### src/rtl/clique_scan_ctrl.sv
// Exhaustive K-clique scanner: walks every K-subset of an N-vertex graph in
// lexicographic order, checks all pairs, and streams each clique's mask.
//
//   state | meaning
//   IDLE  | waiting for start
//   CHECK | testing one vertex pair of the current subset
//   EMIT  | presenting a clique, waiting for clq_ready
//   NEXT  | stepping to the next K-combination
//   DONE  | one-cycle completion pulse
`timescale 1ns/1ps
module clique_scan_ctrl #(
    parameter int N  = 8,
    parameter int K  = 3,
    parameter int CW = 8
) (
    input  logic             clk,
    input  logic             rst_n,
    input  logic             start,
    input  logic [N*N-1:0]   adj,
    output logic             busy,
    output logic             done,
    output logic             clq_valid,
    input  logic             clq_ready,
    output logic [N-1:0]     clq_mask,
    output logic [CW-1:0]    clq_count
);

    localparam int IW = $clog2(N);
    localparam int PW = $clog2(K);
    localparam int AW = $clog2(N*N);

    typedef enum logic [2:0] {
        IDLE  = 3'd0,
        CHECK = 3'd1,
        EMIT  = 3'd2,
        NEXT  = 3'd3,
        DONE  = 3'd4
    } state_t;

    state_t            state, state_nxt;
    logic [N*N-1:0]    adj_snap;
    logic [IW-1:0]     idx     [K];
    logic [IW-1:0]     idx_nxt [K];
    logic [PW-1:0]     p, q;
    logic [PW-1:0]     piv;
    logic [AW-1:0]     bit_pq, bit_qp;
    logic              edge_ok, last_pair, last_comb;

    // Subset indices are strictly increasing, so p<q never hits a diagonal bit.
    always_comb begin
        bit_pq    = AW'(idx[p]) * AW'(N) + AW'(idx[q]);
        bit_qp    = AW'(idx[q]) * AW'(N) + AW'(idx[p]);
        edge_ok   = adj_snap[bit_pq] & adj_snap[bit_qp];
        last_pair = (p == PW'(K-2)) && (q == PW'(K-1));
        last_comb = (int'(idx[0]) == N-K);
    end

    // Next combination: bump the rightmost index that still has room, then
    // pack everything to its right immediately after it.
    always_comb begin
        piv = '0;
        for (int i = 0; i < K; i++) begin
            idx_nxt[i] = idx[i];
            if (int'(idx[i]) < N-K+i)
                piv = PW'(i);
        end
        idx_nxt[piv] = idx[piv] + IW'(1);
        for (int j = 0; j < K; j++) begin
            if (j > int'(piv))
                idx_nxt[j] = IW'(int'(idx[piv]) + 1 + j - int'(piv));
        end
    end

    always_comb begin
        state_nxt = state;
        case (state)
            IDLE:    if (start) state_nxt = CHECK;
            CHECK: begin
                if (!edge_ok)
                    state_nxt = NEXT;
                else if (last_pair)
                    state_nxt = EMIT;
            end
            EMIT:    if (clq_ready) state_nxt = NEXT;
            NEXT:    state_nxt = last_comb ? DONE : CHECK;
            DONE:    state_nxt = IDLE;
            default: state_nxt = IDLE;
        endcase
    end

    always_ff @(posedge clk or negedge rst_n) begin
        if (!rst_n)
            state <= IDLE;
        else
            state <= state_nxt;
    end

    always_ff @(posedge clk or negedge rst_n) begin
        if (!rst_n) begin
            adj_snap  <= '0;
            p         <= '0;
            q         <= PW'(1);
            clq_count <= '0;
            for (int i = 0; i < K; i++)
                idx[i] <= IW'(i);
        end else begin
            case (state)
                IDLE: begin
                    if (start) begin
                        adj_snap  <= adj;
                        p         <= '0;
                        q         <= PW'(1);
                        clq_count <= '0;
                        for (int i = 0; i < K; i++)
                            idx[i] <= IW'(i);
                    end
                end
                CHECK: begin
                    if (edge_ok && !last_pair) begin
                        if (q == PW'(K-1)) begin
                            p <= p + PW'(1);
                            q <= p + PW'(2);
                        end else begin
                            q <= q + PW'(1);
                        end
                    end
                end
                EMIT: begin
                    if (clq_ready && (clq_count != {CW{1'b1}}))
                        clq_count <= clq_count + CW'(1);
                end
                NEXT: begin
                    p <= '0;
                    q <= PW'(1);
                    for (int i = 0; i < K; i++)
                        idx[i] <= idx_nxt[i];
                end
                default: ;
            endcase
        end
    end

    // Mask is gated by state so that reset clears it asynchronously.
    always_comb begin
        clq_mask = '0;
        if (state == EMIT)
            for (int i = 0; i < K; i++)
                clq_mask[idx[i]] = 1'b1;
    end

    assign busy      = (state == CHECK) || (state == EMIT) || (state == NEXT);
    assign done      = (state == DONE);
    assign clq_valid = (state == EMIT);

endmodule

### config.mk
export PLATFORM = sky130hd
export DESIGN_NAME = clique_scan_ctrl
export DESIGN_NICKNAME = d
export VERILOG_FILES = /design/src/rtl/clique_scan_ctrl.sv
export SDC_FILE = /design/constraint.sdc
export NUM_CORES = 1
export LEC_CHECK = 0
export BUFFER_PORTS_ARGS = -buffer_cell sky130_fd_sc_hd__buf_4
export CORE_UTILIZATION = 40
export CTS_CLUSTER_DIAMETER = 40
export DETAILED_ROUTE_END_ITERATION = 12
export HOLD_SLACK_MARGIN = 0.08
export PLACE_DENSITY = 0.69
export SLEW_MARGIN = 40
export SYNTH_ARGS = -nofsm -noshare
export SYNTH_HDL_FRONTEND = slang
export SYNTH_SLANG_ARGS = --single-unit
### constraint.sdc
create_clock -name clk -period 3.7 [get_ports clk]
set_clock_uncertainty 0.15 [all_clocks]
set_input_delay 0.37 -clock clk [delete_from_list [all_inputs] [get_ports clk]]
set_output_delay 0.37 -clock clk [all_outputs]
set_load 0.02 [all_outputs]
==> reports/metrics.csv, run 1 <==
metric,value,unit
outcome,"complete, but fails checks",
violations,design-rule violations,
grt_use_total,22.3,%
whs_endpoint,adj_snap[6],
hp-class,in -> reg,
syn2layout_area_growth,27.7,%
drtIter0Drc,309,
drt_first_pass_iters,9,
ir_worst_vdd,0.410,mV
die_w,121,um
path_clk_slew,0.06,ns
rrSetupSlack,0.41,ns
slew_viol_final,0,
nets,884,
power.total,6.11,mW
wl_per_cell,15.5,um
place_ws,0.488,ns
yosysTopAreaCell,dfrtp_1,
grt_max_degree,56,
rr_worst_depth,10,
worstSetupEndpointType,register,
synth_area_leaders,"dfrtp_1 (38%), nand2_1 (16%), mux2i_1 (4.4%), a21oi_1 (3.1%), mux4_1 (2.3%)",
cts_tree,yes,
place_hpwl,10400,um
max_slew_margin,54.0,%
grt_pass1_wl,25600,um
finalCritPeriodShare,88.9,%
cts.path.max_buffers,2,
rr_startpoint,p[1],
rsz0062_at_grt,no,
path_class,reg -> reg,
power.density,846,nW/um^2
drt.antenna.violating_nets,0,
start_util,40.9,%
finalHoldViolCount,0,
synth_edf_count,0,
yosysWarnings,0,
arrival,3.41,ns
cts_num_sinks,88,
crit_required,3.82,ns
start_kind,register,
layout_setup_ws,0.411,ns
hold_path_depth,3,
die_h,121,um
max_clock_freq,304,MHz
placed_area,6350,sq um
root_buffer,clkbuf_16,
antennaDiodeCount,0,
hp-start,adj[6],
avgViaCountPerCell,5.38,
cts_buffers,9,
p_leak,3.40,nW
pin_count,87,
finalSetupTns,0,ns
setup_viol,0,
num_vias,5338,
worstSkewPairLatency,0.35,ns
yosysTopAreaCellShare,37.6,%
final_core_util,52.2,%
crit_fanout,17,
tightestPinTransition,0.689,ns
syn-num-nets,765,
post_synth_inst_count,688,
portBuffers,86,
ctsHtreeMaxLevel,3,
grt.overflow.total,0,
synth-seq-area-share,39.0,%
coreArea,13800,sq um
layout_min_cycle_time,3.29,ns
row_count,43,
synth-async-reset-ratio,100,%
max-cap-violations,0,
n_fill_cell,1266,
antenna_found_initial,0,
syn_area,5650,sq um
drc,1,
gp_congestion,0.929,
ys_ff_latch,88,
ys.flop_type,dfrtp_1,
first_global_vias,5090,
drive_gt1_share,17.0,%
drt-total-wl,15400,um
ys_types,63,
dieArea,14600,sq um
timing.rr.end,state[0],
syn_avg_cell_area,8.22,sq um
stdcell_area,7220,sq um
[worst max path at each step]
| stage | cells after the start | start | slack, ns | end |
|---|---|---|---|---|
| after global placement | 10 | p[1] | 0.55 | q[1] |
| after detailed placement | 10 | p[0] | 0.49 | state[0] |
| after global routing | 10 | p[1] | 0.23 | state[0] |
| after floorplan | 14 | idx[1] | 0.87 | idx[5] |
| after CTS | 10 | p[0] | 0.46 | state[0] |
| final | 10 | p[1] | 0.41 | state[0] |
[cell type report]
cell class	instances	area, sq um	share of cell area (%)
multi-input cells	533	3110	43.1
flip-flops and latches	88	2210	30.6
repair buffers	154	1300	18.0
clock buffers	9	225	3.12
well taps	180	225	3.12
inverters	21	78.8	1.09
clock inverters	7	71.3	0.988
[synthesized netlist by cell type (3+ instances only)]
| cell type | instances |
|---|---|
| a221o_1 | 3 |
| a22o_1 | 9 |
| o21ai_1 | 4 |
| inv_1 | 21 |
| buf_4 | 3 |
| buf_6 | 7 |
| ha_1 | 9 |
| nand3b_1 | 9 |
| o21ai_0 | 14 |
| nor3_1 | 9 |
| o22ai_1 | 4 |
| a31oi_1 | 4 |
| a221oi_2 | 5 |
| mux4_1 | 5 |
| buf_1 | 5 |
| a211o_1 | 4 |
| buf_2 | 10 |
| nand2_1 | 243 |
| o211ai_1 | 10 |
| dfrtp_1 | 85 |
| mux2i_1 | 25 |
| nor2_1 | 32 |
| xor2_1 | 6 |
| a311o_1 | 3 |
| and2_1 | 7 |
| dfstp_2 | 3 |
| a21oi_1 | 35 |
| nor3b_1 | 4 |
| a211oi_1 | 8 |
| and3_1 | 4 |
| o21a_1 | 4 |
| xnor2_1 | 6 |
| clkbuf_1 | 20 |
| o21ai_2 | 4 |
| nand3_1 | 22 |
| a221oi_1 | 6 |
[metal layers]
metal  up-vias  share of wire [%]  GRT usage (%)
met1      2544                 47           30.6
li1       2603                  -              -
met2       170                 46           34.0
met3        21                5.4           5.59
met4         0                2.0           8.02
met5         -                  0              0
[placed cells by master (no fill, tap or decap), types with 10 or more instances in the layout]
master	instances
inv_1	21
nor2_1	32
a21oi_1	35
nand3_1	21
buf_4	97
dlygate4sd3_1	57
o21ai_0	14
dfrtp_1	85
o211ai_1	10
nand2_1	243
mux2i_1	25
[through the flow]
step / std cells / hold slack (ns)
after floorplan: 688 / -0.0756
after global placement: 919 / 0.100
after detailed placement: 919 / 0.0998
after CTS: 992 / 0.0829
after global routing: 992 / 0.0853
final: 992 / 0.0891
[critical path, cell delays in order (launching register included)]
cell and delay (ns):
dfrtp_1 0.59, nand3b_1 0.37, o21ai_2 0.22, buf_4 0.26, a221oi_1 0.40, a211oi_1 0.09, or4_1 0.50, o31a_1 0.17
and2_4 0.17, nand3_1 0.09, mux2i_1 0.18
[what timing repair did]
action,in CTS,in global routing
hold endpoints to repair,72,0
gates resized for setup,0,0
buffers inserted,0,0
hold buffers,57,0
[registers in the layout (all words and copies together), names as in the netlist]
name       flops
clq_count      8
state          3
adj_snap      64
idx            9
q              2
p              2
[cell families after synthesis]
group	after synthesis	share of synthesized area, %
buffers and inverters	67	6.00
XOR/XNOR	12	1.86
adder cells (fa/ha/maj)	9	1.99
AND/OR/NAND/NOR	344	25.7
AO/OA/AOI/OAI	134	17.4
flip-flops	88	39.0
multiplexers	34	8.03
[report_power, final]
group	switching [mW]	leakage, nW	internal (mW)
logic	1.84	2.15	1.46
registers	0.534	1.11	1.37
clock network	0.384	0.138	0.522
Note: power is estimated with default switching activity, not from simulation.
==> run 2: changes to the inputs <==
--- a/config.mk
+++ b/config.mk
@@ -11,6 +11,7 @@
 export DETAILED_ROUTE_END_ITERATION = 12
 export HOLD_SLACK_MARGIN = 0.08
 export PLACE_DENSITY = 0.69
+export REMOVE_ABC_BUFFERS = 1
 export SLEW_MARGIN = 40
 export SYNTH_ARGS = -nofsm -noshare
 export SYNTH_HDL_FRONTEND = slang
==> run 2 against run 1 <==
The flow now finishes without violations. Register-to-register slack worse by 0.04 ns. Clock power is 6.5% higher. Core utilization is 0.26 points higher. Clock-buffer cell count is 1 higher. Die area stayed put. Worst hold slack worse by 0.0040 ns. Sequential share of layout area is 0.15 points lower. Flip-flop and latch count stayed put. Non-clock buffer count is 1 higher. Critical path type unchanged. Largest cell class unchanged. Largest power group unchanged.
==> reports/metrics.csv, run 2 (synthesis gave the netlist of run 1 again) <==
metric,value,unit,change
row_count,43,,unchanged
place_ws,0.440,ns,was 0.488 ns
dieArea,14600,sq um,unchanged
path_common_cell,o21ai_1,,
syn2layout_area_growth,28.4,%,was 27.7%
layout_setup_ws,0.372,ns,was 0.411 ns
finalSetupTns,0,ns,unchanged
wl_per_cell,15.7,um,was 15.5 um
avgViaCountPerCell,5.35,,was 5.38
max_clock_freq,301,MHz,was 304 MHz
slowest_delay,0.61,ns,was 0.59 ns
die_w,121,um,unchanged
worstSkewPairLatency,0.35,ns,about the same
grt_max_degree,48,,was 56
rrSetupSlack,0.37,ns,was 0.41 ns
path_class,reg -> reg,,unchanged
max-cap-violations,0,,unchanged
first_global_vias,5154,,"was 5,090"
top_regs,"adj_snap x64, idx x9, clq_count x8",,unchanged
finalCritPeriodShare,89.9,%,was 88.9%
path_clk_slew,0.07,ns,was 0.06 ns
power.total,6.22,mW,was 6.11 mW
arrival,3.39,ns,was 3.41 ns
cts_num_sinks,88,,unchanged
internal_power,3.43,mW,was 3.36 mW
grt.overflow.total,0,,unchanged
num_vias,5314,,"was 5,338"
nets,885,,was 884
drive_gt1_share,17.0,%,about the same
crit_chain,"mux2i_2, o21ai_4, buf_4, a21oi_1, a221oi_2, o21ai_1, a41o_1, o21a_1, nor2_1, o21ai_1",,"was nand3b_1, o21ai_2, buf_4, a221oi_1, a211oi_1, or4_1, o31a_1, and2_4, nand3_1, mux2i_1"
hp-class,in -> reg,,unchanged
crit_required,3.76,ns,was 3.82 ns
critPathTopFamily,compound AO/OA/AOI/OAI gates,,was simple AND/OR/NAND/NOR gates
worstSetupEndpointType,register,,unchanged
root_buffer,clkbuf_16,,unchanged
slew_viol_final,0,,unchanged
coreArea,13800,sq um,unchanged
power_switching,2.79,mW,was 2.76 mW
clockPowerShare,15.5,%,was 14.8%
antenna_found_initial,0,,unchanged
final_core_util,52.5,%,was 52.2%
drt-total-wl,15600,um,"was 15,400 um"
p_leak,3.43,nW,was 3.40 nW
cts.path.max_buffers,2,,unchanged
setup_viol,0,,unchanged
rsz0062_at_grt,no,,unchanged
ctsHtreeMaxLevel,3,,unchanged
final_common_cell,nand2_1,,unchanged
layout_min_cycle_time,3.33,ns,was 3.29 ns
p_comb_share,54.4,%,was 54.0%
die_h,121,um,unchanged
drt_first_pass_iters,5,,was 9
swShare,44.8,%,was 45.1%
drc,0,,was 1
antennaDiodeCount,0,,unchanged
layout_common_cells,"nand2_1 (243), buf_4 (97), dfrtp_1 (85), dlygate4sd3_1 (57), a21oi_1 (35)",,unchanged
start_kind,register,,unchanged
drt.antenna.violating_nets,0,,unchanged
p_seq_share,30.1,%,was 31.1%
post_cts_buffers,0,,unchanged
max_slew_margin,50.7,%,was 54.0%
cts_resized,0,,unchanged
grt_use_total,22.4,%,was 22.3%
place_hpwl,10600,um,"was 10,400 um"
holdBufCountCts,57,,unchanged
finish.cell_count_without_fillers,993,,was 992
stdcell_area,7260,sq um,was 7220 sq um
power.density,857,nW/um^2,was 846 nW/um^2
ir_worst_vdd,0.348,mV,was 0.410 mV
top_register,adj_snap,,unchanged
pin_count,87,,unchanged
finalHoldViolCount,0,,unchanged
start_util,40.9,%,unchanged
worst_hold_slack,0.0851,ns,was 0.0891 ns
tightestPinTransition,0.737,ns,was 0.689 ns
drtIter0Drc,472,,was 309
placed_area,6370,sq um,was 6350 sq um
cp_slowest_cell,o21ai_4,,was dfrtp_1
crit_buf_inv,1,,unchanged
largest_reg_flops,64,,unchanged
cts_tree,yes,,unchanged
cts_buffers,9,,unchanged
gp_congestion,0.890,,was 0.929
crit_fanout,19,,was 17
place_inst,920,,was 919
outcome,finished clean,,"was complete, but fails checks"
portBuffers,86,,unchanged
grt_pass1_wl,25700,um,"was 25,600 um"
run 2: power by group through the flow:
stage / clock network [mW] / logic (mW) / registers (mW)
after floorplan: 0 / 2.48 / 1.72
after detailed placement: 0 / 3.28 / 1.87
final: 0.965 / 3.38 / 1.87
after global routing: 1.03 / 3.72 / 1.93
after CTS: 0.987 / 3.35 / 1.86
after global placement: 0 / 3.24 / 1.86
run 2: path summary, 6_finish.rpt:
check | startpoint | endpoint | cells past startpoint
max | idx[0] | state[1] | 10
max reg2reg | idx[0] | state[1] | 10
min reg2reg | adj_snap[21] | adj_snap[21] | 2
min in group asynchronous | rst_n | idx[4] | 2
max in group asynchronous | rst_n | adj_snap[53] | 3
min | adj[48] | adj_snap[48] | 3
run 2: worst min-delay path: stages:
cell and delay [ns]:
buf_4 0.08, nand2_1 0.05, nand2_1 0.06
run 2: layer usage:
metal | GRT usage (%) | share of wire [%] | up-vias
met5 | 0 | 0 | -
met4 | 8.64 | 2.7 | 0
met3 | 4.42 | 5.3 | 35
met2 | 36.4 | 47 | 183
met1 | 29.3 | 45 | 2479
li1 | - | - | 2617
run 2: final cells by class:
| class | count | area, sq um |
|---|---|---|
| Tap cell | 180 | 225 |
| Clock buffer | 10 | 229 |
| Fill cell | 1287 | 6570 |
| Inverter | 21 | 78.8 |
| Sequential cell | 88 | 2210 |
| Multi-Input combinational cell | 533 | 3110 |
| Timing Repair Buffer | 155 | 1320 |
| Clock inverter | 6 | 83.8 |
